--- src/rtl/sample_gate_pkg.sv ---
// Shared types and constants for the sample gate filter.
// Gate FSM encoding, clog2 helper and decision latency.
package sample_gate_pkg;

  typedef enum logic [1:0] {
    ST_IDLE   = 2'd0,
    ST_ACTIVE = 2'd1,
    ST_HOLD   = 2'd2
  } gate_st_e;

  // Sample-to-decision latency in clocks.
  localparam int DECISION_LAT = 3;

  function automatic int clog2(input int v);
    int r;
    r = 0;
    for (int i = 0; i < 31; i++) begin
      if ((1 << i) < v) r = i + 1;
    end
    return r;
  endfunction

endpackage

--- src/rtl/sample_gate_chan.sv ---
// One channel: L1 magnitude, boxcar average
// and hysteresis/hold gate FSM.
module sample_gate_chan
  import sample_gate_pkg::*;
#(
  parameter int DIN_WIDTH  = 12,
  parameter int AVG_LOG2   = 2,
  parameter int HOLD_WIDTH = 8
) (
  input  logic                  clk_i,
  input  logic                  rst_ni,
  input  logic                  enable_i,
  input  logic [DIN_WIDTH:0]    thr_on_i,
  input  logic [DIN_WIDTH:0]    thr_off_i,
  input  logic [HOLD_WIDTH-1:0] hold_i,
  input  logic                  valid_i,
  input  logic [DIN_WIDTH-1:0]  i_i,
  input  logic [DIN_WIDTH-1:0]  q_i,
  output logic                  open_d_o,
  output logic                  open_o
);

  localparam int MW    = DIN_WIDTH + 1;
  localparam int SW    = MW + AVG_LOG2;
  localparam int DEPTH = 1 << AVG_LOG2;

  // One extra bit keeps |-2^(W-1)| exact.
  function automatic logic [MW-1:0] absx(
    input logic [DIN_WIDTH-1:0] x
  );
    logic [MW-1:0] s;
    s = {x[DIN_WIDTH-1], x};
    return x[DIN_WIDTH-1] ? (~s + MW'(1)) : s;
  endfunction

  logic [MW-1:0]         mag_d;
  logic [MW-1:0]         mag_q;
  logic                  mag_v_q;
  logic [MW-1:0]         hist_q [DEPTH];
  logic [SW-1:0]         sum_q;
  logic                  avg_v_q;
  logic [SW-1:0]         avg;
  logic                  above;
  logic                  below;
  gate_st_e              st_q;
  gate_st_e              st_d;
  logic [HOLD_WIDTH-1:0] cnt_q;
  logic [HOLD_WIDTH-1:0] cnt_d;
  logic                  open_q;

  assign mag_d = absx(i_i) + absx(q_i);
  assign avg   = sum_q >> AVG_LOG2;
  assign above = avg_v_q && (avg > SW'(thr_on_i));
  assign below = avg_v_q && (avg < SW'(thr_off_i));

  always_ff @(posedge clk_i) begin
    if (!rst_ni) begin
      mag_q   <= '0;
      mag_v_q <= 1'b0;
      avg_v_q <= 1'b0;
      sum_q   <= '0;
      for (int k = 0; k < DEPTH; k++) hist_q[k] <= '0;
    end else begin
      mag_q   <= mag_d;
      mag_v_q <= valid_i;
      avg_v_q <= mag_v_q;
      if (mag_v_q) begin
        hist_q[0] <= mag_q;
        for (int k = 1; k < DEPTH; k++) hist_q[k] <= hist_q[k-1];
        sum_q <= sum_q + SW'(mag_q) - SW'(hist_q[DEPTH-1]);
      end
    end
  end

  // ACTIVE exit is tested before any re-entry.
  always_comb begin
    st_d  = st_q;
    cnt_d = cnt_q;
    if (!enable_i) begin
      st_d = ST_IDLE;
    end else begin
      unique case (st_q)
        ST_IDLE: begin
          if (above) st_d = ST_ACTIVE;
        end
        ST_ACTIVE: begin
          if (below) begin
            if (hold_i == '0) begin
              st_d = ST_IDLE;
            end else begin
              st_d  = ST_HOLD;
              cnt_d = hold_i - HOLD_WIDTH'(1);
            end
          end
        end
        ST_HOLD: begin
          if (above) st_d = ST_ACTIVE;
          else if (cnt_q == '0) st_d = ST_IDLE;
          else cnt_d = cnt_q - HOLD_WIDTH'(1);
        end
        default: st_d = ST_IDLE;
      endcase
    end
  end

  always_ff @(posedge clk_i) begin
    if (!rst_ni) begin
      st_q   <= ST_IDLE;
      cnt_q  <= '0;
      open_q <= 1'b0;
    end else begin
      st_q   <= st_d;
      cnt_q  <= cnt_d;
      open_q <= (st_d != ST_IDLE);
    end
  end

  assign open_d_o = (st_d != ST_IDLE);
  assign open_o   = open_q;

endmodule

--- src/rtl/sample_gate_filter.sv ---
// N-channel I/Q sample gate: per-channel decision
// plus a shared delay pipe released while open.
module sample_gate_filter
  import sample_gate_pkg::*;
#(
  parameter int NUM_CH     = 4,
  parameter int DIN_WIDTH  = 12,
  parameter int AVG_LOG2   = 2,
  parameter int DELAY      = 16,
  parameter int HOLD_WIDTH = 8
) (
  input  logic                          data_clk,
  input  logic                          rst_n,
  input  logic                          enable,
  input  logic [DIN_WIDTH:0]            thr_on,
  input  logic [DIN_WIDTH:0]            thr_off,
  input  logic [HOLD_WIDTH-1:0]         hold_cycles,
  input  logic [NUM_CH-1:0]             din_valid,
  input  logic [NUM_CH*DIN_WIDTH-1:0]   din_i,
  input  logic [NUM_CH*DIN_WIDTH-1:0]   din_q,
  output logic [NUM_CH-1:0]             dout_valid,
  output logic [NUM_CH*DIN_WIDTH-1:0]   dout_i,
  output logic [NUM_CH*DIN_WIDTH-1:0]   dout_q,
  output logic [NUM_CH-1:0]             gate_open
);

  localparam int CW = NUM_CH * DIN_WIDTH;
  localparam int NS = DELAY - 1;

  logic [NUM_CH-1:0] open_d;
  logic [NUM_CH-1:0] v_q [NS];
  logic [CW-1:0]     i_q [NS];
  logic [CW-1:0]     q_q [NS];
  logic [NUM_CH-1:0] dv_q;
  logic [CW-1:0]     di_q;
  logic [CW-1:0]     dq_q;

  for (genvar c = 0; c < NUM_CH; c++) begin : g_ch
    sample_gate_chan #(
      .DIN_WIDTH  (DIN_WIDTH),
      .AVG_LOG2   (AVG_LOG2),
      .HOLD_WIDTH (HOLD_WIDTH)
    ) u_chan (
      .clk_i     (data_clk),
      .rst_ni    (rst_n),
      .enable_i  (enable),
      .thr_on_i  (thr_on),
      .thr_off_i (thr_off),
      .hold_i    (hold_cycles),
      .valid_i   (din_valid[c]),
      .i_i       (din_i[c*DIN_WIDTH +: DIN_WIDTH]),
      .q_i       (din_q[c*DIN_WIDTH +: DIN_WIDTH]),
      .open_d_o  (open_d[c]),
      .open_o    (gate_open[c])
    );
  end

  // Final stage pairs the delayed strobe with the gate
  // value that becomes visible in the same cycle.
  always_ff @(posedge data_clk) begin
    if (!rst_n) begin
      for (int k = 0; k < NS; k++) begin
        v_q[k] <= '0;
        i_q[k] <= '0;
        q_q[k] <= '0;
      end
      dv_q <= '0;
      di_q <= '0;
      dq_q <= '0;
    end else begin
      v_q[0] <= din_valid;
      i_q[0] <= din_i;
      q_q[0] <= din_q;
      for (int k = 1; k < NS; k++) begin
        v_q[k] <= v_q[k-1];
        i_q[k] <= i_q[k-1];
        q_q[k] <= q_q[k-1];
      end
      dv_q <= v_q[NS-1] & open_d;
      di_q <= i_q[NS-1];
      dq_q <= q_q[NS-1];
    end
  end

  assign dout_valid = dv_q;
  assign dout_i     = di_q;
  assign dout_q     = dq_q;

endmodule
--- config.mk ---
export PLATFORM = sky130hd
export DESIGN_NAME = sample_gate_filter
export DESIGN_NICKNAME = d
export VERILOG_FILES = /design/src/rtl/sample_gate_pkg.sv /design/src/rtl/sample_gate_chan.sv /design/src/rtl/sample_gate_filter.sv
export SDC_FILE = /design/constraint.sdc
export NUM_CORES = 2
export LEC_CHECK = 0
export ABC_AREA = 1
export CORE_ASPECT_RATIO = 0.6
export CORE_MARGIN = 2
export CORE_UTILIZATION = 50
export CTS_BUF_LIST = sky130_fd_sc_hd__clkbuf_8
export CTS_CLUSTER_DIAMETER = 200
export DETAILED_ROUTE_END_ITERATION = 16
export HOLD_SLACK_MARGIN = 0.03
export PLACE_DENSITY_LB_ADDON = 0.2
export RECOVER_POWER = 50
export SLEW_MARGIN = 20
export SYNTH_ARGS = -nofsm -noshare
export SYNTH_HDL_FRONTEND = slang
export SYNTH_SLANG_ARGS = --single-unit
--- constraint.sdc ---
create_clock -name data_clk -period 5 [get_ports data_clk]
set_input_delay 1.5 -clock data_clk [delete_from_list [all_inputs] [get_ports data_clk]]
set_output_delay 1.5 -clock data_clk [all_outputs]
set_load 0.03 [all_outputs]
; ---- Yosys cells after proc, flatten, opt, wreduce, memory -nomap -nowiden
; Memory sizes are Yosys's and may differ from the RTL's. A register that Yosys moved wholly into a read port is not among the register bits.
; Cells that the tools add are included.
[word_totals]
regBits = 168
ramBits = 1708
input_bits = 137
output_inout_bits = 104
elab_cells = 319
n_memories = 7
[memory_table]
columns = memory, words, word_bits, read_ports, rd_ports_with_merged_regs, write_ports, line
row1 = i_q, 15, 48, 15, 1, 15, sample_gate_filter.sv:32  ; logic [CW-1:0] i_q [NS];
row2 = q_q, 15, 48, 15, 1, 15, sample_gate_filter.sv:33  ; logic [CW-1:0] q_q [NS];
row3 = v_q, 15, 4, 15, 0, 15, sample_gate_filter.sv:31  ; logic [NUM_CH-1:0] v_q [NS];
row4 = g_ch[0].u_chan.hist_q, 4, 13, 4, 0, 4, sample_gate_chan.sv:39  ; logic [MW-1:0] hist_q [DEPTH];
row5 = g_ch[1].u_chan.hist_q, 4, 13, 4, 0, 4, sample_gate_chan.sv:39
row6 = g_ch[2].u_chan.hist_q, 4, 13, 4, 0, 4, sample_gate_chan.sv:39
row7 = +1 memories, -, -, -, -, -, -
[classes]
add_sub_neg = 25
magnitude_cmp = 8
n_eq_ne = 24
n_mux = 125
bitwise_logic = 70
reduce_logical = 31
[op_table]
columns = operator, n
row1 = $mux 48, 30
row2 = $mux 13, 24
row3 = $add 13x1->13 const B, 8
row4 = $mux 8, 13
row5 = $not 13->13, 8
row6 = $pmux 8 s2, 4
row7 = $or 1x1->1, 61
row8 = $add 15x13->15, 4
row9 = $mux 4, 15
row10 = $sub 15x13->15, 4
row11 = $add 13x13->13, 4
row12 = $gt 13x13->1, 4
row13 = $lt 13x13->1, 4
row14 = $mux 2, 21
row15 = $logic_not 8->1, 5
row16 = $sub 8x1->8 const B, 5
row17 = $ne 2x2->1 const B, 12
row18 = $pmux 2 s3, 4
row19 = $reduce_and 6->1, 4
row20 = $reduce_bool 2->1, 8
row21 = $mux 1, 14
row22 = $eq 2x1->1 const B, 4
row23 = $eq 2x2->1 const B, 4
row24 = $logic_and 1x1->1, 8
row25 = 4 further kinds, 11

; ---- Longest topological paths before layout
[depth]
depth_word = 7
ltp_mapped = 19
ltp_nobuf = 19

; ---- Cells and area by module
; Synthesis repeated with hierarchy kept, for this count alone.
[hier_totals]
hier_cells = 8181
hier_area_um2 = 70709.1
[modules_own_cells]
columns = mod, instances, cells_per_inst, area_each_um2, seq_area_each_um2
row1 = sample_gate_filter, 1, 4979, 45743.9, 32030.7
row2 = sample_gate_chan at g_ch[0].u_chan, 1, 802, 6271.0, 2382.3
row3 = sample_gate_chan at g_ch[2].u_chan, 1, 800, 6243.5, 2382.3
row4 = sample_gate_chan at g_ch[1].u_chan, 1, 800, 6242.2, 2382.3
row5 = sample_gate_chan at g_ch[3].u_chan, 1, 800, 6208.5, 2382.3

; ---- Worst setup path before layout
; Ideal clock, no wire load.
[synth_timing]
path_type = input -> register
from = in rst_n
to = mem g_ch[0].u_chan.hist_q[0][0] (netlist bit), enable pin
setup_ps = 436
arrival_time_ps = 3650
required_ps = 4564
path_slack_ps = 914
path_stages = 6
path_buffers = 3
path_cell_list = buf_2 -> inv_1 -> buf_2 -> nor2_1 -> inv_1 -> clkbuf_1
[synth_rtl]
columns = element, line
row1 = from (decl), sample_gate_filter.sv:13  ; input logic rst_n,
row2 = to (decl), sample_gate_chan.sv:39

==> results.py <==
metrics = {
    "run_status": {
        "status": "complete, but fails checks",
        "violations": "capacitance limit, slew limit",
    },
    "sta": {
        "finalCritPeriodShare_pct": 81.7,
        "skew_ps": 91.2,
        "setup_violations": 0,
        "post-route-min-period_ps": 4080,
        "holdWs_ps": 377,
        "fin_setup_tns_ps": 0,
        "fmax_mhz": 245,
        "tightest_slew_ps": 2920,
        "relSlewSlack_pct": -94.7,
        "drv_slew": 685,
        "hold_viol_final": 0,
        "rsz0062_at_grt": "no",
    },
    "floorplan": {
        "die_x_um": 485,
        "initial_core_util_pct": 50.5,
        "rows": 105,
        "die-area_mm2": 0.142,
        "core_mm2": 0.137,
        "io_pins": 241,
        "die_h_um": 292,
    },
    "run": {
        "drv_cap": 9,
    },
    "synthesis": {
        "yosysUniqueCellTypes": 53,
        "netlist_instances": 8100,
        "synth_mux_area_share_pct": 0,
        "synth-simple-area-share_pct": 15.3,
        "ys_seq_area_share_pct": 59.8,
        "synth-compound-area-share_pct": 4.16,
        "yosys.area_share.adder_pct": 5.77,
        "synth-xor-area-share_pct": 1.07,
        "netlist_area_mm2": 0.0693,
        "syn_area_per_cell_um2": 8.55,
        "synth_top_family_by_area": "simple AND/OR/NAND/NOR gates",
        "ys_seq_elements": 1964,
        "synthesis.nets": 8523,
        "ys_warn_count": 0,
    },
    "clocking": {
        "cts_htree_levels": 5,
        "insertion_delay_ps": 980,
        "cts_tree": "built",
        "post_cts_buffers": 0,
        "clk_pin_slew_ps": 70,
        "root_buffer": "clkbuf_8",
        "cts_buffer_depth": 4,
        "numCtsBuffers": 294,
        "cts_resized": 0,
        "clock-sinks": 1964,
        "cts_hold_repair.buffers": 0,
    },
    "critical_path": {
        "path_class": "in -> reg",
        "cp-startpoint": "rst_n",
        "endpoint": "q_q[14][43]",
        "reg2regPathDepth": 5,
        "cpPeakStageDelay_ps": 2030,
        "crit_buf_inv": 4,
        "crit_cells": 5,
        "path_max_fanout": 81,
        "worst_path_max_delay_cell": "clkbuf_1",
        "path_cells": "buf_12 -> clkbuf_1 -> buf_4 -> nand2_1 -> inv_1",
        "required_ps": 5880,
        "cp_top_family": "buffers and inverters",
        "timing.rr.end": "g_ch[0].u_chan.sum_q[11]",
        "arrival_ps": 4960,
        "cp-end-kind": "flip-flop",
        "startpoint_type": "input port",
        "reg2reg_from": "v_q[0][0]",
        "rrSetupSlack_ps": 1270,
    },
    "detailed_routing": {
        "route.vias.total": 46229,
        "ant_nets": 0,
        "avgRoutedWirePerCell_um": 13.2,
        "wirelength_mm": 138,
        "vias_per_cell": 4.41,
        "dr.pass1.iters": 6,
        "drc": 0,
        "drtIter0Drc": 2924,
    },
    "place": {
        "dpl.cell_count": 9960,
        "numPortBuffers": 240,
        "placed_area_mm2": 0.0733,
        "place_congestion": 0.886,
        "hpwl_mm": 95.4,
    },
    "global_routing": {
        "gr-max-usage-layer": "met1",
        "grt_pass1_vias": 44341,
        "antenna_found_initial": 14,
        "grt_max_degree": 246,
        "grtUsageMet1_pct": 28.9,
        "grt_pass1_wl_mm": 225,
        "gr-usage-met2_pct": 28.8,
        "grt_use_total_pct": 19.6,
        "overflow": 0,
        "use_met3_pct": 4.03,
    },
    "final_layout": {
        "final_nets": 8860,
        "layout_common_cells": "inv_1, nand2_1, dfxtp_1, nor2_1, clkbuf_8",
        "areaGrowthSynthToFinish_pct": 13.9,
        "stdcell_count": 10479,
        "final_area_mm2": 0.0789,
        "final_common_cell": "inv_1",
        "drive_above_1_share_pct": 5.29,
        "fillCellCount": 12645,
        "final_util_pct": 57.6,
    },
    "power_and_ir_drop": {
        "power_density_mw_per_mm2": 426,
        "vdd.ir_drop.worst_uv": 255,
        "p_leak_uw": 0.0462,
    },
    "worst_hold_path": {
        "hold_class": "reg -> reg",
    },
}
Yosys cell counts, drive strengths merged:
master     n  area [um^2]
o21ai    219         1100
nor4      10         62.6
nand3b     7         52.6
fa        56         1120
xnor2     23          201
nor3b      3         33.8
nand4     33          221
xor2      62          543
or2        4         27.5
a22oi      1         7.51
o21a      10         75.1
a41oi      2         17.5
edfxtp   208         6250
dfxtp   1756        35200
inv     2295         8610
nor2     416         1570
nand3    121          628
ha       230         2880
buf      100          504
clkbuf   135          507
a21o      11         82.6
nor3      43          226
nand2   2063         7780
a21boi     8         60.1
or3        2         12.5
a21oi    222         1140
o21bai    11         86.3
o31ai     13         97.6
a22o       4         35.0
o211ai     1         7.51
o22ai     16          100
a31oi     12         75.1
clkinv     2         7.51
a211oi     1         7.51
per-stage QoR:
stage	setup slack [ps]	power, uW
after floorplan	914	20100
after detailed placement	357	21500
final	916	33700
after global routing	560	35500
after CTS	1380	34100
after global placement	345	21400
sequential cells by signal, summed over array words and instances (netlist names):
| signal | flops |
|---|---|
| g_ch.u_chan.hist_q | 208 |
| dout_q | 48 |
| dout_i | 48 |
| g_ch.u_chan.st_q | 8 |
| v_q | 60 |
| dout_valid | 4 |
| g_ch.u_chan.sum_q | 60 |
| g_ch.u_chan.mag_q | 52 |
| i_q | 720 |
| q_q | 720 |
| g_ch.u_chan.open_o | 4 |
| g_ch.u_chan.cnt_q | 32 |
routing by layer:
metal | part of all wire [%] | vias to the layer above | wire length, um
met1 | 52 | 21051 | 71600
met4 | 2.2 | 2 | 3020
met3 | 5.3 | 240 | 7360
met2 | 41 | 882 | 55900
li1 | - | 24054 | -
met5 | 0.0094 | - | 13
worst min-delay path by stage:
stage,from,to,slack [ps],cells past startpoint
final,i_q[7][2],i_q[8][2],380,2
after global routing,i_q[7][2],i_q[8][2],390,2
after CTS,i_q[7][2],i_q[8][2],380,2
after detailed placement,q_q[6][3],q_q[7][3],390,2
after global placement,i_q[5][4],i_q[6][4],390,2
after floorplan,i_q[14][0],dout_i[0],390,2
report_power, final:
| group | internal, uW | leakage [uW] | switching (uW) |
|---|---|---|---|
| clock | 6600 | 0.00329 | 5830 |
| sequential | 16300 | 0.0165 | 350 |
| combinational | 1560 | 0.0264 | 2970 |
worst min-delay path: stages (launching register included):
cell     delay [ps]
dfxtp_1         310
nand2_1          50
inv_1            40
cell families (layout without fill, tap and decap cells):
family / count (synthesis) / in the layout
simple gates: 2702 / 2702
buf+inv: 2532 / 3077
flops: 1964 / 1964
compound gates: 531 / 531
fa+ha+maj: 286 / 286
xor+xnor: 85 / 85
other cells: 0 / 15
layout make-up:
cell class | instances | area [um^2] | area share (%)
clock buffers | 354 | 4870 | 6.17
repair buffers | 276 | 2730 | 3.46
inverters | 2297 | 8620 | 10.9
clock inverters | 150 | 753 | 0.954
well taps | 1819 | 2280 | 2.88
flip-flops and latches | 1964 | 41400 | 52.4
multi-input cells | 3604 | 18300 | 23.1
diodes | 15 | 37.5 | 0.0475
(Power assumes the default switching activity.)
